--- src/rtl/debounce_edge_pkg.sv ---
// debounce_edge_pkg: FSM state encoding and parameter defaults shared by the debounce_edge slice.
package debounce_edge_pkg;

    localparam logic [1:0] ST_IDLE        = 2'd0;
    localparam logic [1:0] ST_CHK_PRESS   = 2'd1;
    localparam logic [1:0] ST_PRESSED     = 2'd2;
    localparam logic [1:0] ST_CHK_RELEASE = 2'd3;

    typedef enum logic [1:0] {
        IDLE        = ST_IDLE,
        CHK_PRESS   = ST_CHK_PRESS,
        PRESSED     = ST_PRESSED,
        CHK_RELEASE = ST_CHK_RELEASE
    } state_e;

    localparam int DEF_DEBOUNCE_CYCLES = 20;
    localparam int DEF_LONG_CYCLES     = 200;
    localparam int DEF_CNT_W           = 16;

endpackage

--- src/rtl/debounce_counter.sv ---
// debounce_counter: CNT_W-bit counter with clear, enable and terminal-count compare.
module debounce_counter
    import debounce_edge_pkg::*;
#(
    parameter int CNT_W = DEF_CNT_W
) (
    input  logic             clk,
    input  logic             rst_n,
    input  logic             clr,
    input  logic             en,
    input  logic [CNT_W-1:0] tc_val,
    output logic             tc
);

    logic [CNT_W-1:0] cnt;

    // clr together with en restarts the count at 1 (first matching sample).
    always_ff @(posedge clk or negedge rst_n) begin
        if (!rst_n)
            cnt <= '0;
        else if (clr || en)
            cnt <= clr ? CNT_W'(en) : cnt + CNT_W'(en);
    end

    assign tc = cnt == tc_val;

endmodule

--- src/rtl/debounce_edge.sv ---
// debounce_edge: button debouncer with press/release/long-press pulses and a wrapping press counter.
module debounce_edge
    import debounce_edge_pkg::*;
#(
    parameter int DEBOUNCE_CYCLES = DEF_DEBOUNCE_CYCLES,
    parameter int LONG_CYCLES     = DEF_LONG_CYCLES,
    parameter int CNT_W           = DEF_CNT_W
) (
    input  logic       clk,
    input  logic       rst_n,
    input  logic       sync_in,
    output logic       btn_level,
    output logic       press_pulse,
    output logic       release_pulse,
    output logic       long_pulse,
    output logic [7:0] press_count
);

    localparam logic [CNT_W-1:0] DEB_TC  = CNT_W'(DEBOUNCE_CYCLES - 1);
    localparam logic [CNT_W-1:0] LONG_TC = CNT_W'(LONG_CYCLES - 1);

    state_e           state;
    logic [CNT_W-1:0] hold_cnt;
    logic             long_done;
    logic             seek_release;
    logic             diff;
    logic             chk;
    logic             deb_tc;
    logic             deb_clr;
    logic             deb_en;

    // The debounce counter runs while the input differs from the level being held.
    always_comb begin
        seek_release = state == PRESSED || state == CHK_RELEASE;
        diff         = sync_in ^ seek_release;
        chk          = state == CHK_PRESS || state == CHK_RELEASE;
        deb_en       = diff && !(chk && deb_tc);
        deb_clr      = !chk || !diff || deb_tc;
    end

    debounce_counter #(.CNT_W(CNT_W)) u_deb (
        .clk    (clk),
        .rst_n  (rst_n),
        .clr    (deb_clr),
        .en     (deb_en),
        .tc_val (DEB_TC),
        .tc     (deb_tc)
    );

    always_ff @(posedge clk or negedge rst_n) begin
        if (!rst_n) begin
            state         <= IDLE;
            hold_cnt      <= '0;
            long_done     <= 1'b0;
            btn_level     <= 1'b0;
            press_pulse   <= 1'b0;
            release_pulse <= 1'b0;
            long_pulse    <= 1'b0;
            press_count   <= 8'd0;
        end else begin
            press_pulse   <= 1'b0;
            release_pulse <= 1'b0;
            long_pulse    <= 1'b0;
            case (state)
                IDLE: if (sync_in) state <= CHK_PRESS;
                CHK_PRESS: begin
                    if (!sync_in)
                        state <= IDLE;
                    else if (deb_tc) begin
                        state       <= PRESSED;
                        press_pulse <= 1'b1;
                        btn_level   <= 1'b1;
                        press_count <= press_count + 8'd1;
                        hold_cnt    <= '0;
                        long_done   <= 1'b0;
                    end
                end
                PRESSED: begin
                    if (!sync_in)
                        state <= CHK_RELEASE;
                    else begin
                        if (hold_cnt != '1) hold_cnt <= hold_cnt + CNT_W'(1);
                        if (hold_cnt == LONG_TC && !long_done) begin
                            long_pulse <= 1'b1;
                            long_done  <= 1'b1;
                        end
                    end
                end
                CHK_RELEASE: begin
                    // A bounce back to 1 resumes the same press with hold state intact.
                    if (sync_in)
                        state <= PRESSED;
                    else if (deb_tc) begin
                        state         <= IDLE;
                        release_pulse <= 1'b1;
                        btn_level     <= 1'b0;
                    end
                end
                default: state <= IDLE;
            endcase
        end
    end

endmodule

--- config.mk ---
export PLATFORM = sky130hd
export DESIGN_NAME = debounce_edge
export DESIGN_NICKNAME = d
export VERILOG_FILES = /design/src/rtl/debounce_edge_pkg.sv /design/src/rtl/debounce_counter.sv /design/src/rtl/debounce_edge.sv
export SDC_FILE = /design/constraint.sdc
export NUM_CORES = 1
export LEC_CHECK = 0
export CELL_PAD_IN_SITES_DETAIL_PLACEMENT = 1
export CELL_PAD_IN_SITES_GLOBAL_PLACEMENT = 1
export CORE_MARGIN = 4
export CORE_UTILIZATION = 29
export CTS_CLUSTER_SIZE = 40
export DETAILED_ROUTE_END_ITERATION = 6
export GPL_TIMING_DRIVEN = 0
export PLACE_DENSITY = 0.6
export RECOVER_POWER = 100
export SETUP_SLACK_MARGIN = 0.4
export SYNTH_ARGS = -nofsm -noshare
export SYNTH_HDL_FRONTEND = slang
export SYNTH_SLANG_ARGS = --single-unit
--- constraint.sdc ---
create_clock -name clk -period 2.46 [get_ports clk]
set_input_delay 0.492 -clock clk [delete_from_list [all_inputs] [get_ports clk]]
set_output_delay 0.492 -clock clk [all_outputs]
set_load 0.01 [all_outputs]
== Word-level counts from Yosys, hierarchy flattened ==
Index checks and enable logic that the tools add are counted.
Widths: inputs -> output; s select.

* Bits of input ports: 3
* Register bits after elaboration: 47

* Equality and inequality tests: 17
* Bitwise logic cells: 1
* Multiplexer cells: 30
* $add $sub $neg: 3
* Reduce and logical (&&, ||, !) cells: 20

{| class="wikitable"
|+ Operators by type and width
! cell !! count
|-
| $mux 16 || 5
|-
| $pmux 16 s2 || 1
|-
| $add 16x1->16 || 1
|-
| $add 16x1->16 const B || 1
|-
| $eq 16x5->1 const B || 1
|-
| $eq 16x8->1 const B || 1
|-
| $ne 16x16->1 const B || 1
|-
| $mux 1 || 15
|-
| $reduce_and 5->1 || 3
|-
| $ne 2x2->1 const B || 7
|-
| $mux 2 || 6
|-
| $add 8x1->8 const B || 1
|-
| $pmux 2 s4 || 1
|-
| $ne 3x3->1 const B || 2
|-
| $logic_or 1x1->1 || 5
|-
| $eq 2x2->1 const B || 2
|-
| $logic_not 1->1 || 4
|-
| $ne 2x1->1 const B || 2
|-
| $pmux 1 s2 || 2
|-
| $reduce_and 4->1 || 1
|-
| $reduce_bool 2->1 || 2
|-
| $logic_and 1x1->1 || 3
|-
| $reduce_and 3->1 || 1
|-
| $eq 2x1->1 const B || 1
|-
| 2 further kinds || 2
|}

== Depth between registers and ports, before layout ==
* Depth after elaboration: 7
* Mapped depth: 11

== By module ==
From an unflattened synthesis, not the netlist that was laid out.

* Cell total of the unflattened synthesis: 269
* Area total of the unflattened synthesis: 2632.5 um^2

{| class="wikitable"
|+ Modules (own cells, without submodules)
! module !! sequential area each (um^2) !! cells an instance !! area each (um^2) !! instances
|-
| debounce_edge || 775.7 || 164 || 1579.0 || 1
|-
| debounce_counter || 400.4 || 105 || 1053.5 || 1
|}

== Least setup slack after synthesis ==
Ideal clock, no wire load.

* Kind: reg-to-reg
* Start point: reg u_deb.cnt[5]
* End point: reg u_deb.cnt[15]
* Path slack: 319 ps
* Path buffers: 2
* Data arrival time: 2019 ps
* Data required time: 2339 ps
* Stages on the path, launching flop included: 12
* Library setup time: 121 ps
* Clock period less this slack: 2141 ps
* Cell sequence: dfrtp_1 -> clkbuf_1 -> nor4b_1 -> nand4_1 -> nor2_1 -> nor2_1 -> ha_1 -> and2_1 -> clkbuf_1 -> nand4_1 -> xor2_1 -> nor2_1

* Word-level cells in the longest chain between the ends: 6
* Elaborated cells on any way between the ends: 8

{| class="wikitable"
|+ RTL lines
! element !! line !! RTL
|-
| start: declaration || debounce_counter.sv:15 || <nowiki>logic [CNT_W-1:0] cnt;</nowiki>
|-
| start signal: assignment || debounce_counter.sv:22 || <nowiki>cnt <= clr ? CNT_W'(en) : cnt + CNT_W'(en);</nowiki>
|-
| $eq 16x5->1 || debounce_counter.sv:25 || <nowiki>assign tc = cnt == tc_val;</nowiki>
|-
| $logic_and 1x1->1 || debounce_edge.sv:37 || <nowiki>deb_en = diff && !(chk && deb_tc);</nowiki>
|-
| $logic_not 1->1 || debounce_edge.sv:37 ||
|-
| $logic_and 1x1->1 || debounce_edge.sv:37 ||
|-
| $add 16x1->16 || debounce_counter.sv:22 ||
|-
| $mux 16 || debounce_counter.sv:22 ||
|}

Parallel ways exist; a longest one is shown, timed or not.
A chain may end at the register's enable or synchronous reset.

== Final worst setup path ==
* Start point: reg u_deb.cnt[9]
* End point: reg u_deb.cnt[11]

The elaborated chain is that of the path after synthesis.

==> results.sh <==
export IMPL_outcome="completed"
export IMPL_post_route_drc_count=0
export IMPL_synth_edf_count=0
export IMPL_cp_slowest_stage_delay_ns=0.44
export IMPL_port_buffer_count=13
export IMPL_fillers=961
export IMPL_die_x_um=99.8
export IMPL_regArea_mm2=0.00118
export IMPL_max_slew_margin_rel=0.287
export IMPL_area_growth_pct=26.4
export IMPL_crit_start="u_deb.cnt[9]"
export IMPL_crit_fanout=5
export IMPL_crit_slowest_cell="dfrtp_2"
export IMPL_p_leak_nw=1.35
export IMPL_final_common_cell="dfrtp_1"
export IMPL_maxCapViolations=0
export IMPL_tritoncts="done"
export IMPL_syn_avg_cell_area_um2=9.33
export IMPL_critical_path_most_common_cell="nor2_1"
export IMPL_drive_above_1_share=0.188
export IMPL_vdd_drop_max_mv=0.168
export IMPL_cp_data_required_time_ns=2.65
export IMPL_syn_area_mm2=0.00244
export IMPL_startpoint_type="register"
export IMPL_post_dp_hpwl_um=4340
export IMPL_multiInputGateArea_mm2=0.00131
export IMPL_yosysSeqAreaShare=0.481
export IMPL_place_ws_ns=0.0206
export IMPL_synthCells=262
export IMPL_cts_sinks=47
export IMPL_synth_ff_type="dfrtp_1"
export IMPL_die_h_um=99.8
export IMPL_pin_count=15
export IMPL_yosysWarningCount=0
export IMPL_wl_per_cell_um=16.4
export IMPL_insertion_delay_ns=0.30
export IMPL_grt_total_usage=0.141
export IMPL_fin_nets=310
export IMPL_core_mm2=0.00822
export IMPL_r2r_start="u_deb.cnt[9]"
export IMPL_final_antenna_net_count=0
export IMPL_num_vias=2134
export IMPL_tightest_slew_ns=1.07
export IMPL_grt_max_degree=30
export IMPL_ys_async_sr_fraction=1.00
export IMPL_final_cell_mix="42 x dfrtp_1, 33 x nand2_1, 26 x nor2_1"
export IMPL_routed_wirelength_um=6710
export IMPL_dpl_instance_area_mm2=0.00274
export IMPL_viasPerCell=5.22
export IMPL_finalSetupViolCount=0
export IMPL_fin_crit_sh=0.884
export IMPL_clk_pin_slew_ns=0.09
export IMPL_hold_viol=0
export IMPL_layout_setup_ws_ns=0.287
export IMPL_period_needed_ns=2.17
export IMPL_dieArea_mm2=0.00996
export IMPL_grt_pass1_vias=2186
export IMPL_grt_pass1_wl_um=11200
export IMPL_cts_buffers=5
export IMPL_grt_overflow=0
export IMPL_cts_buffer_depth=2
export IMPL_r2r_cells=10
export IMPL_dr_pass1_iters=4
export IMPL_rows=33
export IMPL_powerDensity_mw_per_mm2=489
export IMPL_fmax_mhz=460
export IMPL_diodes=0
export IMPL_critPathArrivalTime_ns=2.36
export IMPL_drtIter0Drc=59
export IMPL_synth_nets=269
export IMPL_path_cells="nor4_4, nand4_1, nor2_1, nor2_1, ha_4, and2_4, buf_8, nand2_1, xor2_1, nor2_1"
export IMPL_hold_class="input pin to asynchronous set/reset pin"
export IMPL_endpoint_kind="register"
export IMPL_gp_congestion=0.798
export IMPL_drv_slew=0
export IMPL_cts_root_buf="clkbuf_8"
export IMPL_antenna_found_initial=0
export IMPL_ys_types=40
export IMPL_rsz0062_at_grt="yes"
export IMPL_skew_ns=0.00723
export IMPL_start_util=0.298
export IMPL_synth_seq_cells=47
export IMPL_htreeDepth=2
export IMPL_final_cell_area_mm2=0.00309
export IMPL_critical_path_class="register to register"
-- through the flow --
step	hold WS [ns]	power, mW	util	instances	setup TNS, ns
after global placement	0.463	0.989	0.332	380	-27.92
after CTS	0.151	1.53	0.369	402	0
after detailed placement	0.469	0.999	0.334	381	0
after floorplan	0.196	0.939	-	262	0
final	0.361	1.51	0.376	409	0
after global routing	0.447	1.59	0.376	409	0
-- cell type report --
cell class / instances / area share
plain buffers: 14 / 0.0296
clock buffers: 8 / 0.0324
inverters: 2 / 0.00243
multi-input cells: 199 / 0.423
flip-flops and latches: 47 / 0.383
well taps: 105 / 0.0425
repair buffers: 34 / 0.0879
-- routing by layer --
layer,wire [um],up-vias,track usage
li1,-,1017,-
met4,73,0,0.0378
met2,3340,24,0.242
met1,3130,1086,0.184
met3,166,7,0.0208
met5,0,-,0
-- cells in the mapped netlist (3+ instances only) --
cell type  count  share of area
clkbuf_1       8          0.012
nand4_1       13          0.033
nor4_1         7          0.018
dfrtp_1       47           0.48
o21ai_0        6          0.012
a21oi_1       12          0.025
nand3_1       19          0.039
xnor2_1       11          0.039
a31oi_1        9          0.023
buf_2          4         0.0082
nand2_1       33          0.051
ha_1           4          0.020
xor2_1        12          0.043
nor3_1         9          0.018
and3_1         8          0.020
nor2_1        26          0.040
and4_1         3          0.011
-- kinds of logic after synthesis --
logic type / synth area share
compound gates: 0.0890
xor+xnor: 0.0824
flops: 0.481
simple gates: 0.290
mux: 0.00409
fa+ha+maj: 0.0205
buf+inv: 0.0328
-- flip-flops by register name (all words and copies together), names as in the netlist, named ones only --
register,flops
btn_level,1
hold_cnt,16
long_done,1
long_pulse,1
press_count,8
press_pulse,1
release_pulse,1
state,1
u_deb.cnt,16
-- worst paths after layout --
| kind | to | slack (ns) |
|---|---|---|
| setup / recovery | u_deb.cnt[11] | 0.29 |
| hold / removal | u_deb.cnt[4] | 0.36 |
| setup reg to reg | u_deb.cnt[11] | 0.29 |
| hold reg to reg | press_count[7] | 0.47 |
| max in group asynchronous | u_deb.cnt[12] | 0.75 |
| min in group clk | press_count[7] | 0.47 |
-- where the power goes --
part | internal [mW] | switching, mW | total (mW) | leakage (nW)
Combinational | 0.0587 | 0.103 | 0.162 | 0.669
Sequential | 0.801 | 0.0332 | 0.835 | 0.626
Clock | 0.257 | 0.257 | 0.514 | 0.0515
-- critical path: cells and delay by family, from the launching register on --
kind,cells,cell delay (ns)
buffers and inverters,1,0.12
flip-flops,1,0.44
adder cells (fa/ha/maj),1,0.21
AND/OR/NAND/NOR,7,1.14
XOR/XNOR,1,0.15
-- repair_timing --
| action | CTS | global route |
|---|---|---|
| endpoints found under the setup margin | 26 | 26 |
| buffers inserted | 13 | 7 |
| pin swaps | 11 | 11 |
| resized for setup | 24 | 22 |
| hold buffers | 0 | 0 |
Power figures use the tool's default switching activity.
